==> config.mk <==
export PLATFORM = sky130hd
export DESIGN_NAME = local_injector
export DESIGN_NICKNAME = d
export VERILOG_FILES = /design/src/rtl/local_injector.sv
export SDC_FILE = /design/constraint.sdc
export NUM_CORES = 1
export LEC_CHECK = 0
export ABC_AREA = 1
export CAP_MARGIN = 20
export CORE_MARGIN = 8
export CORE_UTILIZATION = 41
export DETAILED_ROUTE_END_ITERATION = 16
export GPL_ROUTABILITY_DRIVEN = 0
export PLACE_DENSITY = 0.65
export SLEW_MARGIN = 15
export SYNTH_ARGS = -nofsm -noshare
export SYNTH_HDL_FRONTEND = slang
export SYNTH_SLANG_ARGS = --single-unit
==> constraint.sdc <==
create_clock -name Clk -period 2.95 [get_ports Clk]
set_input_delay 0.59 -clock Clk [delete_from_list [all_inputs] [get_ports Clk]]
set_output_delay 0.59 -clock Clk [all_outputs]
set_load 0.02 [all_outputs]
==> src/rtl/local_injector.sv <==
// Local-port injector: turns a core packet request plus payload bytes into router flits,
// paced by a credit counter. Define LOCAL_INJECTOR_CHKSUM_EN to append an XOR checksum flit.
module local_injector #(
  parameter int CREDITS = 4,
  parameter int CW      = 3
) (
  input  logic       Clk,
  input  logic       Rst,
  input  logic       req_valid,
  output logic       req_ready,
  input  logic [3:0] req_dst,
  input  logic [3:0] req_len,
  input  logic       data_valid,
  output logic       data_ready,
  input  logic [7:0] data_in,
  input  logic       credit_ret,
  output logic [7:0] flit_out,
  output logic       flit_write,
  output logic       busy,
  output logic       credit_err
);

`ifdef LOCAL_INJECTOR_CHKSUM_EN
  typedef enum logic [1:0] {IDLE, HEAD, BODY, TAIL} state_t;
  localparam state_t AFTER_DATA = TAIL;
`else
  typedef enum logic [1:0] {IDLE, HEAD, BODY} state_t;
  localparam state_t AFTER_DATA = IDLE;
`endif

  localparam logic [CW-1:0] CRED_MAX = CW'(CREDITS);

  state_t        state, state_nxt;
  logic [CW-1:0] credit_cnt, credit_nxt;
  logic [3:0]    pkt_dst, pkt_len, remaining;
  logic          has_credit, ret_ok, issue, capture, consume;
  logic [7:0]    issue_flit;
`ifdef LOCAL_INJECTOR_CHKSUM_EN
  logic [7:0]    chksum;
`endif

  assign has_credit = (credit_cnt != '0);
  assign busy       = (state != IDLE);
  // A return at full count is dropped so the counter saturates instead of wrapping.
  assign ret_ok     = credit_ret && (credit_cnt != CRED_MAX);
  assign credit_nxt = credit_cnt + CW'(ret_ok) - CW'(issue);

  always_comb begin
    state_nxt  = state;
    req_ready  = 1'b0;
    data_ready = 1'b0;
    issue      = 1'b0;
    issue_flit = '0;
    capture    = 1'b0;
    consume    = 1'b0;
    case (state)
      IDLE: begin
        req_ready = 1'b1;
        if (req_valid) begin
          capture   = 1'b1;
          state_nxt = HEAD;
        end
      end
      HEAD: begin
        if (has_credit) begin
          issue      = 1'b1;
          issue_flit = {pkt_dst, pkt_len};
          state_nxt  = (pkt_len == 4'd0) ? AFTER_DATA : BODY;
        end
      end
      BODY: begin
        data_ready = has_credit;
        if (data_valid && has_credit) begin
          issue      = 1'b1;
          issue_flit = data_in;
          consume    = 1'b1;
          if (remaining == 4'd1) state_nxt = AFTER_DATA;
        end
      end
`ifdef LOCAL_INJECTOR_CHKSUM_EN
      TAIL: begin
        if (has_credit) begin
          issue      = 1'b1;
          issue_flit = chksum;
          state_nxt  = IDLE;
        end
      end
`endif
      default: state_nxt = IDLE;
    endcase
  end

  always_ff @(posedge Clk) begin
    if (Rst) begin
      state      <= IDLE;
      credit_cnt <= CRED_MAX;
      flit_out   <= '0;
      flit_write <= 1'b0;
      credit_err <= 1'b0;
      pkt_dst    <= '0;
      pkt_len    <= '0;
      remaining  <= '0;
    end else begin
      state      <= state_nxt;
      credit_cnt <= credit_nxt;
      flit_write <= issue;
      if (issue) flit_out <= issue_flit;
      if (credit_ret && (credit_cnt == CRED_MAX)) credit_err <= 1'b1;
      if (capture) begin
        pkt_dst   <= req_dst;
        pkt_len   <= req_len;
        remaining <= req_len;
      end else if (consume) begin
        remaining <= remaining - 4'd1;
      end
    end
  end

`ifdef LOCAL_INJECTOR_CHKSUM_EN
  // Running XOR of every flit issued in the packet, head included.
  always_ff @(posedge Clk) begin
    if (Rst || capture) chksum <= '0;
    else if (issue)     chksum <= chksum ^ issue_flit;
  end
`endif

endmodule

# Yosys cells after proc, flatten, opt, wreduce, memory -nomap -nowiden
# Cells that the tools add are included.
# Widths: inputs -> output; s select.
word_totals:
  register_bits: 27
  output_inout_bits: 13
classes:
  n_addsub: 3
  n_eq_ne: 9
  muxes: 19
  reduce_logical: 9
op_table:
  columns: ["cell", "count"]
  rows:
  - ["$mux 8", 2]
  - ["$pmux 8 s2", 1]
  - ["$mux 2", 5]
  - ["$mux 4", 2]
  - ["$ne 2x2->1 const B", 4]
  - ["$mux 1", 7]
  - ["$pmux 2 s3", 1]
  - ["$eq 4x1->1 const B", 1]
  - ["$logic_not 4->1", 1]
  - ["$reduce_and 4->1", 1]
  - ["$reduce_bool 2->1", 2]
  - ["$sub 4x1->4 const B", 1]
  - ["$add 3x1->3", 1]
  - ["$eq 3x3->1 const B", 1]
  - ["$logic_and 1x1->1", 3]
  - ["$ne 3x3->1 const B", 1]
  - ["$reduce_bool 3->1", 1]
  - ["$sub 3x1->3", 1]
  - ["$eq 2x1->1 const B", 1]
  - ["$eq 2x2->1 const B", 1]
  - ["$logic_not 2->1", 1]
  - ["$pmux 1 s2", 1]

# Longest topological paths before layout
# Gate-level depths: netlist (run 1).
logic_depth:
  word_depth: 6
  ltp_mapped: 13

# Worst setup path after synthesis (run 1)
# Ideal clock, no wire load.
synth_path:
  path_kind: "input to register"
  from: "input port data_valid"
  to: "register credit_cnt[2]"
  arrival_ns: 2.212
  path_slack_ns: 0.615
  stages: 12
  n_path_buf: 2
  cell_sequence: "buf_2 > nand3_4 > nand2_2 > nand2_4 > buf_12 > inv_1 > ha_1 > inv_1 > ha_1 > fa_1 > a21oi_1 > o21ai_0"
synth_via:
  elab_chain_cells: 4
synth_lines:
  columns: ["element", "line_no", "text"]
  rows:
  - ["from (decl)", "13", "input logic data_valid,"]
  - ["$logic_and 1x1->1", "73", "if (data_valid && has_credit) begin"]
  - ["$mux 1", "73", null]
  - ["$pmux 1 s2", "56", "case (state)"]
  - ["named net issue", "36", "logic has_credit, ret_ok, issue, capture, consume;"]
  - ["$sub 3x1->3", "46", "assign credit_nxt = credit_cnt + CW'(ret_ok) - CW'(issue);"]
  - ["to (signal assigned)", "105", "credit_cnt <= credit_nxt;"]
  - ["to (decl)", "34", "logic [CW-1:0] credit_cnt, credit_nxt;"]
# The timed path passes the listed nets, and every way through them passes these cells.
# A chain may end at the register's enable or synchronous reset.

# Worst setup path in the final report (run 1)
layout_path:
  from: "register state[0]"
  to: "output port data_ready"
layout_via:
  elab_chain_cells: 2
layout_lines:
  columns: ["element", "line_no", "text"]
  rows:
  - ["from (decl)", "33", "state_t state, state_nxt;"]
  - ["from (signal assigned)", "104", "state <= state_nxt;"]
  - ["$eq 2x2->1", "56", null]
  - ["$mux 1", "56", null]
  - ["to (decl)", "14", "output logic data_ready,"]
# No other way between the ends.

==> impl_metrics.py, run 1 <==
metrics = {
    "logic_synthesis": {
        "synth_top_cell_by_area": "dfxtp_1",
        "synth_compound_area_share_pct": 7.59,
        "synth.avg_cell_area_sq_um": 6.93,
        "netlist_area_sq_mm": 0.00148,
        "synth-simple-area-share_pct": 37.2,
        "ys_types": 25,
        "synthesis.yosys.warnings": 0,
        "netlist_instances": 214,
        "synth_area_leaders": "dfxtp_1 36%, nand2_1 12%, nor2_1 8.6%",
        "ys_seq_area_share_pct": 36.4,
        "synth_top_family_by_area": "simple AND/OR/NAND/NOR gates",
        "synth-xor-area-share_pct": 0.590,
        "synth_fa_ha_area_share_pct": 7.25,
        "synth_top_area_share_pct": 36.4,
        "syn_nets": 243,
        "synth_seq_cells": 27,
        "synthMuxAreaShare_pct": 0,
    },
    "route": {
        "wl_per_cell_um": 10.7,
        "first_pass_iters": 4,
        "routed_wl_um": 3160,
        "vias": 1307,
        "drc": 0,
        "routed_via_density": 4.45,
        "ant_nets": 0,
        "first_iter_violations": 53,
    },
    "sta": {
        "report.final.hold_viol_count": 0,
        "final-setup-viol-count": 0,
        "min_period_ns": 2.60,
        "maxSlewViolCount": 0,
        "tightest_slew_ns": 0.467,
        "final.period_utilization_pct": 88.1,
        "rsz0062_at_grt": "false",
        "setup-tns-final_ns": 0,
        "finalClockSkew_ns": 0.00609,
        "slew_headroom_pct": 68.7,
        "fmax_mhz": 385,
    },
    "power_and_ir_drop": {
        "powerDensity_mw_per_mm2": 922,
        "seqPwrFrac_pct": 33.1,
        "power_frac_comb_pct": 57.5,
        "finalPower_uw": 1730,
        "switching_share_pct": 44.2,
        "clock_power_share_pct": 9.4,
        "ir_drop_uv": 398,
        "p_sw_uw": 764,
        "p_int_uw": 963,
        "p_leak_uw": 0.000889,
    },
    "worst_setup_path": {
        "crit_start": "state[0]$_SDFFE_PP0P_",
        "path_class": "register to primary output",
        "worst_ep_required_time_ns": 2.36,
        "crit_fanout": 11,
        "rr_endpoint": "credit_cnt[2]$_SDFF_PP1_",
        "endpoint_kind": "primary output",
        "crit_path_end": "data_ready",
        "cp-start-kind": "register",
        "cp.arrival_ns": 2.01,
        "r2r-start": "state[0]$_SDFFE_PP0P_",
        "reg2regPathDepth": 12,
        "r2r_slack_ns": 0.66,
    },
    "cts": {
        "cts_tree": "done",
        "cts.clk_slew.worst_paths_ns": 0.14,
        "cts_resized": 0,
        "cts_hold_buf": 0,
        "cts_setup_buffers": 0,
        "htree_levels": 1,
        "cts.sinks": 27,
        "numCtsBuffers": 3,
        "clkLatencyLatePin_ns": 0.33,
        "clk_path_buf_depth": 2,
        "ctsRootBufferMaster": "clkbuf_4",
    },
    "die": {
        "design.portCount": 34,
        "die_h_um": 76.2,
        "core_area_sq_mm": 0.00358,
        "initial_core_util_pct": 41.5,
        "die_area_sq_mm": 0.00580,
        "rows": 22,
        "die_w_um": 76.2,
    },
    "final_layout": {
        "nets": 276,
        "drive_gt1_share_pct": 8.54,
        "synthToLayoutAreaGrowth_pct": 26.2,
        "insertedDiodeCount": 0,
    },
    "run": {
        "maxCapViolations": 0,
    },
    "global_routing": {
        "antenna_found_initial": 0,
        "grt_use_total_pct": 11.0,
        "grt_pass1_vias": 1176,
        "overflow": 0,
        "grt_max_degree": 20,
        "grt_pass1_wl_um": 5490,
    },
    "place": {
        "portBuffers": 33,
        "place.detailed.hpwl_um": 2410,
    },
    "min_path": {
        "holdCritPathClass": "register to register",
    },
    "outcome": {
        "status": "finished, final reports clean",
    },
}
[placed cells by master (no fill, tap or decap)]
cell,count
nand3b_1,1
or2_2,1
nand3_1,16
nor2_1,34
ha_1,7
o21a_1,2
dfxtp_1,27
clkbuf_4,3
o21ai_0,9
buf_4,3
nand4_1,8
xor2_1,1
nand2_4,2
a21oi_1,9
a21boi_0,1
nand3_4,1
inv_1,28
clkinv_1,1
nor2_4,1
nor2_2,8
nand2_1,46
clkdlybuf4s50_1,33
clkbuf_1,1
fa_1,1
nand2_2,1
inv_2,1
[state kept, by name, summed over array words and instances, names as in the netlist]
| signal | flops |
|---|---|
| flit_write | 1 |
| remaining | 4 |
| state | 2 |
| pkt_len | 4 |
| credit_cnt | 3 |
| flit_out | 8 |
| pkt_dst | 4 |
| credit_err | 1 |
[cells by family after synthesis]
| group | after synthesis |
|---|---|
| compound gates | 21 |
| buf+inv | 38 |
| xor+xnor | 1 |
| flops | 27 |
| fa+ha+maj | 8 |
| simple gates | 119 |
[power by group through the flow]
| stage | Combinational, uW | Sequential (uW) | Clock [uW] |
|---|---|---|---|
| after floorplan | 668 | 636 | 0 |
| after global routing | 1130 | 590 | 182 |
| final | 993 | 573 | 162 |
| after detailed placement | 1000 | 583 | 0 |
| after CTS | 1010 | 573 | 171 |
| after global placement | 1000 | 580 | 0 |
[synth_stat cells]
master    instances
nand3_1          16
nor2_2            8
xor2_1            1
clkbuf_1          4
nand4_1           8
nor2_4            1
inv_1            28
dfxtp_1          27
o21a_1            2
buf_12            1
nand2_1          46
inv_2             1
buf_2             3
o21ai_0           9
fa_1              1
or2_2             1
nand3_4           1
nor2_1           34
nand2_2           1
a21oi_1           9
a21boi_0          1
nand2_4           2
nand3b_1          1
ha_1              7
clkinv_1          1
[how the worst min path moves through the flow]
stage / start / to / slack [ns] / depth (start not counted)
floorplan: pkt_dst[0]$_SDFFE_PP0P_ / pkt_dst[0]$_SDFFE_PP0P_ / 0.46 / 2
global placement: credit_err$_SDFFE_PP0P_ / credit_err$_SDFFE_PP0P_ / 0.44 / 2
detailed placement: credit_err$_SDFFE_PP0P_ / credit_err$_SDFFE_PP0P_ / 0.44 / 2
CTS: credit_err$_SDFFE_PP0P_ / credit_err$_SDFFE_PP0P_ / 0.46 / 2
global route: credit_err$_SDFFE_PP0P_ / credit_err$_SDFFE_PP0P_ / 0.50 / 2
finish: credit_err$_SDFFE_PP0P_ / credit_err$_SDFFE_PP0P_ / 0.46 / 2
[layer usage]
metal  vias to the layer above  GRT usage (%)  wire length [um]
met5                         -              0                 0
met4                         0           2.31                10
met3                         2           3.66               135
met2                        22           17.2              1360
met1                       549           14.4              1660
li1                        734              -                 -
[critical path: stages (launching register included)]
cell and delay, ns:
dfxtp_1 0.35, inv_1 0.08, ha_1 0.41, a21boi_0 0.22
clkdlybuf4s50_1 0.62
[metrics by stage]
step | cell area [sq um] | hold slack, ns | setup WS, ns | util, % | instances
3_5_place_dp | 1850 | 0.443 | 0.383 | 51.6 | 290
2_1_floorplan | 1480 | 0.456 | 0.615 | - | 214
6_report | 1870 | 0.458 | 0.352 | 52.3 | 294
5_1_grt | 1870 | 0.503 | 0.274 | 52.3 | 294
3_3_place_gp | 1850 | 0.437 | 0.420 | 51.6 | 290
4_1_cts | 1870 | 0.464 | 0.321 | 52.3 | 294
[final cells by class]
| class | count | area [sq um] |
|---|---|---|
| inverter | 30 | 113 |
| tap | 48 | 60.1 |
| fill | 385 | 1710 |
| clock buffer | 4 | 26.3 |
| sequential | 27 | 541 |
| timing repair buffer | 36 | 353 |
| multi-input combinational | 149 | 781 |
No activity file was read; power rests on OpenSTA's default activity.
==> run 2: changes to the inputs <==
CORE_MARGIN = 5   (was 8)
==> run 2 against run 1 <==
Net effect: cell count down 0.68%; worst setup slack got worse by 0.064 ns; first-iteration DRC count rose by 15%; largest power group unchanged; die area is 15% lower; highest routed layer unchanged; total power is 0.97% higher.
==> impl_metrics.py, run 2 (synthesis results as in run 1) <==
metrics = {
    "die": {
        "initial_core_util_pct": 43.4,
        "design.portCount": 34,
        "die_w_um": 70.2,
        "die_h_um": 70.2,
        "rows": 21,
        "die_area_sq_mm": 0.00492,
        "core_area_sq_mm": 0.00342,
    },
    "sta": {
        "fmax_mhz": 376,
        "report.final.hold_viol_count": 0,
        "timing.hold.ws_ns": 0.461,
        "maxSlewViolCount": 0,
        "tightest_slew_ns": 0.427,
        "setup-tns-final_ns": 0,
        "finalClockSkew_ns": 0.00192,
        "slew_headroom_pct": 71.5,
        "final.period_utilization_pct": 90.2,
        "min_period_ns": 2.66,
        "rsz0062_at_grt": "false",
        "final-setup-viol-count": 0,
    },
    "worst_setup_path": {
        "path_class": "register to primary output",
        "cp_num_buf_inv": 2,
        "slowest_delay_ns": 0.64,
        "r2r_slack_ns": 0.62,
        "cp.arrival_ns": 2.07,
        "cp-start-kind": "register",
        "endpoint_kind": "primary output",
        "crit_start": "state[0]$_SDFFE_PP0P_",
        "worst_ep_required_time_ns": 2.36,
        "r2r-start": "state[0]$_SDFFE_PP0P_",
        "path_cells": "inv_1, ha_1, a21boi_0, clkdlybuf4s50_1",
        "critical-path-top-delay-family": "buffers and inverters",
        "crit_fanout": 11,
        "slowest_stage": "clkdlybuf4s50_1",
    },
    "final_layout": {
        "fin_util_pct": 54.9,
        "largest-register": "flit_out",
        "most-common-layout-cells": "46 x nand2_1, 34 x nor2_1, 33 x clkdlybuf4s50_1",
        "layout_commonest_cell": "nand2_1",
        "final_cells": 292,
        "largest_reg_flops": 8,
        "insertedDiodeCount": 0,
        "synthToLayoutAreaGrowth_pct": 26.3,
        "nets": 276,
        "drive_gt1_share_pct": 8.94,
    },
    "global_routing": {
        "grt_max_degree": 20,
        "use_met3_pct": 2.15,
        "grt-busiest-layer": "met2",
        "grt_use_total_pct": 12.9,
        "overflow": 0,
        "grt_pass1_vias": 1218,
        "antenna_found_initial": 0,
        "use_met1_pct": 16.6,
        "grt_pass1_wl_um": 5270,
        "met2_usage_pct": 21.7,
    },
    "place": {
        "place_inst": 288,
        "portBuffers": 33,
        "place.detailed.hpwl_um": 2340,
    },
    "route": {
        "drc": 0,
        "first_pass_iters": 4,
        "routed_wl_um": 3110,
        "ant_nets": 0,
        "vias": 1316,
        "routed_via_density": 4.51,
        "wl_per_cell_um": 10.7,
        "first_iter_violations": 61,
    },
    "min_path": {
        "holdCritPathClass": "register to register",
        "hp-start": "credit_err$_SDFFE_PP0P_",
    },
    "run": {
        "maxCapViolations": 0,
    },
    "cts": {
        "cts.sinks": 27,
        "numCtsBuffers": 3,
        "cts_setup_buffers": 0,
        "clk_path_buf_depth": 2,
        "cts_hold_buf": 0,
        "clkLatencyLatePin_ns": 0.33,
        "cts_tree": "done",
        "ctsRootBufferMaster": "clkbuf_4",
        "cts.clk_slew.worst_paths_ns": 0.15,
        "htree_levels": 1,
        "cts_resized": 0,
    },
    "power_and_ir_drop": {
        "p_leak_uw": 0.000888,
        "powerDensity_mw_per_mm2": 931,
        "ir_drop_uv": 347,
        "finalPower_uw": 1740,
    },
    "outcome": {
        "status": "finished, final reports clean",
    },
}
-- run 2: cell count changes in the layout (fill, tap and decap cells not counted), sizes merged --
cell      delta
clkinvlp     +1
clkbuf       -1
-- run 2: tightest hold or removal path, delay by kind of cell (launching register included) --
family / cells / cell delay [ns]
AOI/OAI and AO/OA: 1 / 0.05
buffers and inverters: 1 / 0.04
DFF: 1 / 0.34
-- run 2: through the flow --
stage	setup WS [ns]	cell area, sq um
floorplan	0.615	1480
global placement	0.397	1840
detailed placement	0.354	1840
CTS	0.275	1870
global route	0.221	1870
finish	0.288	1870
-- run 2: power breakdown --
part	internal [uW]	switching [uW]	total, uW
clock	51.9	119	171
combinational	417	583	999
sequential	494	80.8	575
-- run 2: path summary, 6_finish.rpt --
check                             end  cells past startpoint
max reg2reg  credit_cnt[2]$_SDFF_PP1_                     12
min reg2reg   credit_err$_SDFFE_PP0P_                      2
min           credit_err$_SDFFE_PP0P_                      2
max                        data_ready                      4
-- run 2: metal layers --
layer	share of wire [%]	wire length [um]	up-vias
li1	-	-	728
met1	49	1510	558
met2	45	1390	28
met3	5.9	184	2
met4	0.68	21	0
met5	0	0	-
-- run 2: layout make-up --
class	instances	area, sq um
inverter	30	113
timing repair buffer	36	353
tap	46	57.6
clock inverter	1	7.51
sequential	27	541
fill	353	1540
clock buffer	3	22.5
multi-input combinational	149	781
